<file path="src/rtl/multicycle_control_fsm.sv">
// ---------------------------------------------------------------------------
// multicycle_control_fsm
//
// Control sequencer for the multicycle RV32I core. Steps the shared datapath
// (PC, IR, register file, ALU, unified memory port, immediate generator)
// through FETCH / DECODE / EXECUTE / MEM / WB, one instruction at a time.
// It also owns the immediate-generator select and the memory
// request/ready handshake.
//
// Ports
//   clk, rst      rising-edge clock, synchronous active-high reset
//   opcode        instr[6:0] from the instruction register
//   funct3        instr[14:12]
//   funct7b5      instr[30] (decoded by the ALU decoder, not used here)
//   zero          ALU zero flag, selects the branch outcome
//   mem_ready     memory completes the current request this cycle
//   mem_req       memory request valid
//   mem_we        request is a store
//   adr_src       0 = PC, 1 = ALU result register as memory address
//   ir_write      load IR and old PC
//   pc_write      PC update enable
//   reg_write     register-file write enable
//   imm_src       I=000 S=001 U=100 B=101 J=110
//   alu_src_a     00 = PC, 01 = old PC, 10 = rs1
//   alu_src_b     00 = rs2, 01 = imm_ext, 10 = constant 4
//   alu_op        00 = add, 01 = sub/compare, 10 = funct-decoded
//   result_src    00 = ALU result reg, 01 = mem data, 10 = ALU out, 11 = imm
//   state_o       current state code
//   illegal       sticky: unsupported opcode or memory timeout
// ---------------------------------------------------------------------------
module multicycle_control_fsm #(
    parameter int MEM_TIMEOUT = 255,
    parameter int CNT_W       = 8
) (
    input  logic       clk,
    input  logic       rst,
    input  logic [6:0] opcode,
    input  logic [2:0] funct3,
    input  logic       funct7b5,
    input  logic       zero,
    input  logic       mem_ready,
    output logic       mem_req,
    output logic       mem_we,
    output logic       adr_src,
    output logic       ir_write,
    output logic       pc_write,
    output logic       reg_write,
    output logic [2:0] imm_src,
    output logic [1:0] alu_src_a,
    output logic [1:0] alu_src_b,
    output logic [1:0] alu_op,
    output logic [1:0] result_src,
    output logic [3:0] state_o,
    output logic       illegal
);

    typedef enum logic [3:0] {
        FETCH    = 4'd0,
        DECODE   = 4'd1,
        MEMADR   = 4'd2,
        MEMREAD  = 4'd3,
        MEMWB    = 4'd4,
        MEMWRITE = 4'd5,
        EXECR    = 4'd6,
        EXECI    = 4'd7,
        ALUWB    = 4'd8,
        BRANCH   = 4'd9,
        JAL      = 4'd10,
        JALR     = 4'd11,
        LUI      = 4'd12,
        TRAP     = 4'd15
    } state_t;

    // Moore control word. pc_write here is only the unconditional part
    // (JAL/JALR); the FETCH and BRANCH contributions depend on live inputs.
    typedef struct packed {
        logic       mem_req;
        logic       mem_we;
        logic       adr_src;
        logic       reg_write;
        logic       pc_write;
        logic [2:0] imm_src;
        logic [1:0] alu_src_a;
        logic [1:0] alu_src_b;
        logic [1:0] alu_op;
        logic [1:0] result_src;
    } ctrl_t;

    localparam logic [6:0] OP_LOAD   = 7'b0000011;
    localparam logic [6:0] OP_STORE  = 7'b0100011;
    localparam logic [6:0] OP_R      = 7'b0110011;
    localparam logic [6:0] OP_I      = 7'b0010011;
    localparam logic [6:0] OP_BRANCH = 7'b1100011;
    localparam logic [6:0] OP_JAL    = 7'b1101111;
    localparam logic [6:0] OP_JALR   = 7'b1100111;
    localparam logic [6:0] OP_LUI    = 7'b0110111;

    localparam logic [2:0] IMM_I = 3'b000;
    localparam logic [2:0] IMM_S = 3'b001;
    localparam logic [2:0] IMM_U = 3'b100;
    localparam logic [2:0] IMM_B = 3'b101;
    localparam logic [2:0] IMM_J = 3'b110;

    localparam bit             TIMEOUT_EN = (MEM_TIMEOUT != 0);
    localparam logic [CNT_W:0] TIMEOUT_V  = (CNT_W + 1)'(MEM_TIMEOUT);

    // Control word for a given state; opcode only matters in MEMADR, where
    // the IR is already stable.
    function automatic ctrl_t decode_ctrl(input state_t s, input logic [6:0] op);
        ctrl_t c;
        c = '0;
        case (s)
            FETCH: begin
                c.mem_req    = 1'b1;
                c.alu_src_b  = 2'b10;
                c.result_src = 2'b10;
            end
            DECODE: begin
                c.imm_src   = IMM_B;
                c.alu_src_a = 2'b01;
                c.alu_src_b = 2'b01;
            end
            MEMADR: begin
                c.imm_src   = (op == OP_STORE) ? IMM_S : IMM_I;
                c.alu_src_a = 2'b10;
                c.alu_src_b = 2'b01;
            end
            MEMREAD: begin
                c.mem_req = 1'b1;
                c.adr_src = 1'b1;
            end
            MEMWB: begin
                c.reg_write  = 1'b1;
                c.result_src = 2'b01;
            end
            MEMWRITE: begin
                c.mem_req = 1'b1;
                c.mem_we  = 1'b1;
                c.adr_src = 1'b1;
            end
            EXECR: begin
                c.alu_src_a = 2'b10;
                c.alu_src_b = 2'b00;
                c.alu_op    = 2'b10;
            end
            EXECI: begin
                c.imm_src   = IMM_I;
                c.alu_src_a = 2'b10;
                c.alu_src_b = 2'b01;
                c.alu_op    = 2'b10;
            end
            ALUWB: begin
                c.reg_write  = 1'b1;
                c.result_src = 2'b00;
            end
            BRANCH: begin
                c.alu_src_a  = 2'b10;
                c.alu_src_b  = 2'b00;
                c.alu_op     = 2'b01;
                c.result_src = 2'b00;
            end
            JAL: begin
                c.imm_src    = IMM_J;
                c.alu_src_a  = 2'b01;
                c.alu_src_b  = 2'b10;
                c.result_src = 2'b00;
                c.pc_write   = 1'b1;
            end
            JALR: begin
                c.imm_src    = IMM_I;
                c.alu_src_a  = 2'b10;
                c.alu_src_b  = 2'b01;
                c.pc_write   = 1'b1;
                c.result_src = 2'b10;
                c.reg_write  = 1'b1;
            end
            LUI: begin
                c.imm_src    = IMM_U;
                c.result_src = 2'b11;
                c.reg_write  = 1'b1;
            end
            default: ;  // TRAP and unused codes: everything off
        endcase
        return c;
    endfunction

    function automatic state_t next_state(input state_t     s,
                                          input logic [6:0] op,
                                          input logic       ready,
                                          input logic       timed_out_in);
        state_t n;
        n = s;
        case (s)
            FETCH:    if (ready) n = DECODE; else if (timed_out_in) n = TRAP;
            DECODE: begin
                case (op)
                    OP_LOAD, OP_STORE: n = MEMADR;
                    OP_R:              n = EXECR;
                    OP_I:              n = EXECI;
                    OP_BRANCH:         n = BRANCH;
                    OP_JAL:            n = JAL;
                    OP_JALR:           n = JALR;
                    OP_LUI:            n = LUI;
                    default:           n = TRAP;
                endcase
            end
            MEMADR:   n = (op == OP_STORE) ? MEMWRITE : MEMREAD;
            MEMREAD:  if (ready) n = MEMWB; else if (timed_out_in) n = TRAP;
            MEMWRITE: if (ready) n = FETCH; else if (timed_out_in) n = TRAP;
            MEMWB:    n = FETCH;
            EXECR:    n = ALUWB;
            EXECI:    n = ALUWB;
            ALUWB:    n = FETCH;
            BRANCH:   n = FETCH;
            JAL:      n = ALUWB;
            JALR:     n = FETCH;
            LUI:      n = FETCH;
            TRAP:     n = TRAP;
            default:  n = TRAP;
        endcase
        return n;
    endfunction

    state_t           state_q;
    state_t           state_d;
    ctrl_t            ctrl_q;
    ctrl_t            ctrl_view;
    logic [CNT_W-1:0] wait_cnt_q;
    logic             illegal_q;
    logic             waiting;
    logic             timed_out;
    logic             fetch_done;
    logic             branch_taken;
    logic             unused_ok;

    // funct7b5 is consumed by the ALU decoder; the sequencer does not need it.
    assign unused_ok = funct7b5;

    // The wait counter holds the number of stalled cycles already seen, so
    // the stall that brings it to MEM_TIMEOUT is the one that traps.
    assign waiting   = ctrl_q.mem_req & ~mem_ready;
    assign timed_out = TIMEOUT_EN && waiting &&
                       (({1'b0, wait_cnt_q} + 1'b1) == TIMEOUT_V);
    assign state_d   = next_state(state_q, opcode, mem_ready, timed_out);

    // Outputs are registered for the state being entered, so they line up
    // with state_q without a decode stage after the flops.
    // NOTE: sequential state uses non-blocking assignments so every flop
    // samples the pre-edge values regardless of statement order.
    always_ff @(posedge clk) begin
        if (rst) begin
            state_q    <= FETCH;
            ctrl_q     <= decode_ctrl(FETCH, opcode);
            wait_cnt_q <= '0;
            illegal_q  <= 1'b0;
        end else begin
            state_q <= state_d;
            ctrl_q  <= decode_ctrl(state_d, opcode);
            if (!waiting || (state_d != state_q)) begin
                wait_cnt_q <= '0;
            end else begin
                wait_cnt_q <= wait_cnt_q + 1'b1;
            end
            if (state_d == TRAP) begin
                illegal_q <= 1'b1;
            end
        end
    end

    // While rst is high the block presents FETCH, with all enables off, so a
    // reset mid-handshake drops mem_req in the very cycle it is sampled.
    // NOTE: ctrl_view gets a full default first so no path leaves it
    // unassigned and no latch is inferred.
    always_comb begin
        ctrl_view = ctrl_q;
        if (rst) begin
            ctrl_view           = decode_ctrl(FETCH, opcode);
            ctrl_view.mem_req   = 1'b0;
            ctrl_view.reg_write = 1'b0;
            ctrl_view.pc_write  = 1'b0;
        end
    end

    assign fetch_done   = (state_q == FETCH) && mem_ready;
    assign branch_taken = (state_q == BRANCH) &&
                          (((funct3 == 3'b000) &&  zero) ||
                           ((funct3 == 3'b001) && !zero));

    assign mem_req    = ctrl_view.mem_req;
    assign mem_we     = ctrl_view.mem_we;
    assign adr_src    = ctrl_view.adr_src;
    assign reg_write  = ctrl_view.reg_write;
    assign imm_src    = ctrl_view.imm_src;
    assign alu_src_a  = ctrl_view.alu_src_a;
    assign alu_src_b  = ctrl_view.alu_src_b;
    assign alu_op     = ctrl_view.alu_op;
    assign result_src = ctrl_view.result_src;
    assign ir_write   = ~rst & fetch_done;
    assign pc_write   = ~rst & (ctrl_q.pc_write | fetch_done | branch_taken);
    assign state_o    = rst ? FETCH : state_q;
    assign illegal    = ~rst & illegal_q;

endmodule

</file>
<file path="config.mk">
export PLATFORM = sky130hd
export DESIGN_NAME = multicycle_control_fsm
export DESIGN_NICKNAME = d
export VERILOG_FILES = /design/src/rtl/multicycle_control_fsm.sv
export SDC_FILE = /design/constraint.sdc
export NUM_CORES = 1
export LEC_CHECK = 0
export ABC_AREA = 1
export CORE_UTILIZATION = 30
export CTS_BUF_LIST = sky130_fd_sc_hd__clkbuf_16
export DETAILED_ROUTE_END_ITERATION = 8
export PLACE_DENSITY = 0.62
export SYNTH_ARGS = -nofsm -noshare
export SYNTH_HDL_FRONTEND = slang
export SYNTH_SLANG_ARGS = --single-unit
export TNS_END_PERCENT = 10
</file>
<file path="constraint.sdc">
create_clock -name clk -period 2.2 [get_ports clk]
set_input_delay 0.44 -clock clk [delete_from_list [all_inputs] [get_ports clk]]
set_output_delay 0.44 -clock clk [all_outputs]
set_load 0.005 [all_outputs]
</file>
======== After elaboration in Yosys (flattened, before gate mapping) ========
Index checks and enable logic that the tools add are counted.
operators by class
  add/sub/neg operators ................... 2
  bitwise operators ....................... 8
  equality and inequality tests ........... 36
  reduce and logical (&&, ||, !) cells .... 26
  mux-type cells .......................... 20
operator list
  kind                   number
  $pmux W4 S7            2
  $eq A4 B4 Y1 const B   11
  $eq A4 B3 Y1 const B   8
  $eq A7 B6 Y1 const B   3
  $eq A7 B7 Y1 const B   3
  $mux W4                5
  $eq A4 B2 Y1 const B   4
  $mux W16               1
  $reduce_or A2 Y1       8
  $pmux W2 S2            3
  $pmux W3 S4            1
  $reduce_or A5 Y1       2
  $add A8 B1 Y9 const B  1
  $eq A9 B8 Y1 const B   1
  $add A8 B1 Y8 const B  1
  $eq A4 B1 Y1 const B   2
  $logic_not A4 Y1       2
  $reduce_or A4 Y1       2
  $eq A7 B2 Y1 const B   1
  $eq A7 B5 Y1 const B   1
  $mux W1                6
  $pmux W2 S3            1
  $reduce_or A3 Y1       2
  $logic_and A1 B1 Y1    5
  9 further kinds        16
word-level totals
  register bits after elaboration ......... 29
  input bits .............................. 15
  word-level logic and storage cells ...... 105
  output and inout bits ................... 22

======== Depth between registers and ports, before layout ========
Gate-level depths: netlist of the first run.
  word-level depth ........................ 9
  mapped depth ............................ 17

======== Worst setup path before layout of the first run ========
OpenSTA, ideal clock, no wires.
  kind .................................... register -> register
  from .................................... reg wait_cnt_q[0]
  to ...................................... reg ctrl_q[4] (netlist name)
  library setup time ...................... 0.128 ns
  required time ........................... 2.072 ns
  stages on the path, launching flop included .. 15
  buffers on the path ..................... 0
  path slack .............................. 0.425 ns
  arrival time ............................ 1.647 ns
  path through ............................ dfxtp_1 ha_1 nand3_1 nand2_1 nand2_1 nand3_1 nor2_1 nand2_1 nand2_1 a21oi_1 nor2_1 nand2_1 nand2_1 nor2_1 nor2_1
between the ends
  word-level cells in the longest chain between the ends .. 9
ends and longest elaborated chain
  what                                                                   line           text
  start: declaration                                                     228            logic [CNT_W-1:0] wait_cnt_q;
  start signal: assignment                                               262            wait_cnt_q <= wait_cnt_q + 1'b1;
  $add A8 B1 Y9 *                                                        243            (({1'b0, wait_cnt_q} + 1'b1) == TIMEOUT_V);
  $eq A9 B8 Y1 *                                                         243
  $logic_and A1 B1 Y1 *                                                  242            assign timed_out = TIMEOUT_EN && waiting &&
  $mux W4 *                                                              194, 208, 209
  $mux W4 (on tied branches)                                             209, 194, 208
  $pmux W4 S7 *                                                          193            case (s)
  $eq A4 B4 Y1, or another cell as far along                             112            case (s)
  $reduce_or A4 Y1 (no source line) or $reduce_or A2 Y1 (tied branches)  -
  $pmux W2 S2 *                                                          112
  end signal: assignment                                                 253            ctrl_q <= decode_ctrl(FETCH, opcode);
  end signal: assignment                                                 258            ctrl_q <= decode_ctrl(state_d, opcode);
  end: declaration                                                       226            ctrl_t ctrl_q;
Mark *: on every way between the ends. The rest lies on a longest branch, timed or not.
A chain may end at the register's enable or synchronous reset.

======== Worst setup path in the final report of the first run ========
  from .................................... reg state_q[3]
  to ...................................... out ir_write
between the ends
  word-level cells in the longest chain between the ends .. 3
ends and longest elaborated chain
  what                      line  text
  start: declaration        224   state_t state_q;
  start signal: assignment  257   state_q <= state_d;
  $logic_not A4 Y1          284   assign fetch_done = (state_q == FETCH) && mem_ready;
  $logic_and A1 B1 Y1       284
  $and A1 B1 Y1             298   assign ir_write = ~rst & fetch_done;
  end: declaration          45    output logic ir_write,
Every way passes these cells.

==> results of run 1 <==
[Yosys cell counts, drive strengths merged]
library cell	number	area, um^2
a21o	1	7.510
a21oi	11	62.56
a31oi	2	12.51
clkbuf	4	15.01
dfxtp	29	580.6
ha	2	25.02
inv	46	172.7
nand2	77	311.6
nand3	19	125.1
nand4	2	12.51
nor2	55	211.5
nor3	14	91.34
nor4	2	12.51
o21ai	6	30.03
o21bai	3	22.52
or2	2	12.51
xor2	1	8.760
[sequential cells by signal, summed over array words and instances (netlist names)]
name        count
ctrl_q         16
illegal_q       1
state_q         4
wait_cnt_q      8
[critical path, stage by stage (launching register included)]
cell and delay (ps):
dfxtp_1 340, nor2_2 140, nand2_1 110, nor2_2 160, inv_2 70, nor2_2 100
clkdlybuf4s50_1 510
[layout by cell type, fill, tap and decap left out, types with 6 or more instances in the layout]
master,n
nand2_1,64
nor2_1,45
inv_1,43
clkdlybuf4s50_1,31
buf_4,28
dfxtp_1,26
nand3_1,15
nand2_2,11
nor3_1,10
nor2_2,8
a21oi_1,6
[area by class of cell]
type                            instances  area [um^2]  area share (%)
Multi-Input combinational cell        197         1037           39.49
Sequential cell                        29        584.3           22.25
Timing Repair Buffer                   64        579.3           22.06
Inverter                               46        172.7           6.575
Clock buffer                            5        125.1           4.764
Tap cell                               72        90.09           3.430
Clock inverter                          3        37.54           1.429
[cells by family (layout without fill, tap and decap cells)]
group	after synthesis	in the layout	share of synthesized area, %
AOI/OAI and AO/OA	23	23	7.883
xor gates and xnor gates	1	1	0.5110
adders and majority gates	2	2	1.460
buffers and inverters	50	118	10.95
DFF	29	29	33.87
and+or+nand+nor	171	171	45.33
[layer usage]
layer  global-route usage, %  share of wire, %  vias up  wire, um
met5                       0                 0        -         0
met4                   6.604               1.9        0        79
met3                   3.176               4.0       10       167
met2                   26.19                48       42      2005
met1                   17.84                46      840      1953
li1                        -                 -      991         -
[what timing repair did]
action / in CTS / in global routing
cloned: 0 / 0
hold buffers: 0 / 0
buffers inserted: 0 / 2
setup endpoints to repair: 4 / 25
pin swaps: 0 / 6
gates resized for setup: 5 / 30
[how the worst max path moves through the flow]
stage	start	to	slack, ps	cells after the start
2_1_floorplan	wait_cnt_q[0]	ctrl_q[4]	430	14
3_3_place_gp	mem_ready	pc_write	-270	6
3_5_place_dp	opcode[0]	ctrl_q[8]	-230	15
4_1_cts	state_q[3]	ir_write	6	6
5_1_grt	opcode[0]	ctrl_q[13]	-70	13
6_report	state_q[3]	ir_write	60	6
[power by group through the flow]
stage                     sequential [W]  clock [W]  combinational [W]
after CTS                       0.000717   0.000760            0.00189
after detailed placement        0.000725          0            0.00187
after global placement          0.000723          0            0.00186
final                           0.000721   0.000751            0.00208
after floorplan                 0.000724          0            0.00110
after global routing            0.000736   0.000783            0.00232
[through the flow]
step / total power (W) / TNS (ps) / std cells / setup slack (ps) / util, %
after detailed placement: 0.002599 / -4220 / 406 / -234.8 / 42.76
final: 0.003552 / 0 / 416 / 60.50 / 47.69
after global routing: 0.003836 / -447.8 / 416 / -71.16 / 47.69
after CTS: 0.003367 / 0 / 414 / 6.287 / 45.74
after floorplan: 0.001828 / 0 / 276 / 425.4 / -
after global placement: 0.002584 / -3903 / 406 / -266.4 / 42.76
==> flow_summary.ini, run 1 <==
[floorplanning]
fp.dieArea_mm2 = 0.006020
initial_core_util_pct = 31.13
io_pins = 37
num_rows = 27
coreArea_mm2 = 0.005507
dieHeight_um = 77.59
dieWidth_um = 77.59

[routing]
num_vias = 1883
totalWireLength_um = 4204
viasPerCell = 4.526
ant_nets = 0
drtIter0Drc = 76
route.detailed.drc = 0
wl_per_cell_um = 10.11
drt-pass1-iter-count = 6

[setup_path]
cp.arrival_ps = 1700
critPathMaxFanout = 4
regToRegStartpoint = wait_cnt_q[0]
cp-end-kind = output pin
required_ps = 1760
rr_worst_depth = 15
r2r_end = wait_cnt_q[5]
start_kind = flip-flop
worstSetupPathType = reg2out
r2r_slack_ps = 250

[power_and_ir_drop]
swShare_pct = 41.69
p_leak_nw = 1.164
pwr-share-seq_pct = 20.3
clockPowerShare_pct = 21.1
ir_drop_mv = 0.5073
p_int_w = 0.002071
power_density_mw_per_mm2 = 1353
switchingPower_w = 0.001481
pwr-share-comb_pct = 58.6

[run_status]
status = completed

[clocking]
cts_buffer_depth = 2
clock-sinks = 29
cts_htree_levels = 2
clk-insertion-delay-late_ps = 270
path_clk_slew_ps = 50
clockRootBuffer = clkbuf_16
cts_tree = yes
cts_made_buffers = 5

[job]
max_cap_violations = 0

[sta]
setup_viol = 0
tightestPinTransition_ps = 311.3
rsz0062_at_grt = yes
hold_ws_ps = 458.6
timing.fmax_mhz = 467.4
hold_viol_final = 0
maxSlewViolCount = 0
skew_ps = 2.775
slew_headroom_pct = 79.09
post-route-min-period_ps = 2140
fin_crit_sh_pct = 97.25

[place]
place_area_mm2 = 0.002355
place_congestion = 0.8768
io_buffer_count = 35
dp_hpwl_um = 3228

[logic_synthesis]
synth_cell_types = 27
syn-num-nets = 293
ys_ff_latch = 29
yosysSeqAreaShare_pct = 33.87
avgSynthCellArea_um2 = 6.211
syn_area_mm2 = 0.001714
ys_warn_count = 0
syn_inst = 276

[grt]
grt_pass1_wl_um = 7251
grt_pass1_vias = 1759
track_usage_pct = 15.11
antenna_found_initial = 0
grt_max_degree = 22
grt-ovfl-total = 0

[worst_hold_path]
hold_path_depth = 2
hold_start = illegal_q
hp-class = reg2reg
worstHoldEndpoint = illegal_q

[finish]
layout.nets = 360
area_delta_synth_final_pct = 53.21
nFillCells = 565
diodes = 0
stdcell_area_mm2 = 0.002626
drive_above_1_share_pct = 23.55
No activity file was read; power rests on OpenSTA's default activity.
==> run 2: changes to the inputs <==
--- a/config.mk
+++ b/config.mk
@@ -6,6 +6,7 @@
 export NUM_CORES = 1
 export LEC_CHECK = 0
 export ABC_AREA = 1
+export CAP_MARGIN = 5
 export CORE_UTILIZATION = 30
 export CTS_BUF_LIST = sky130_fd_sc_hd__clkbuf_16
 export DETAILED_ROUTE_END_ITERATION = 8
==> results of run 2 <==
Same layout as run 1: the final DEF is identical, and so are final timing and power.
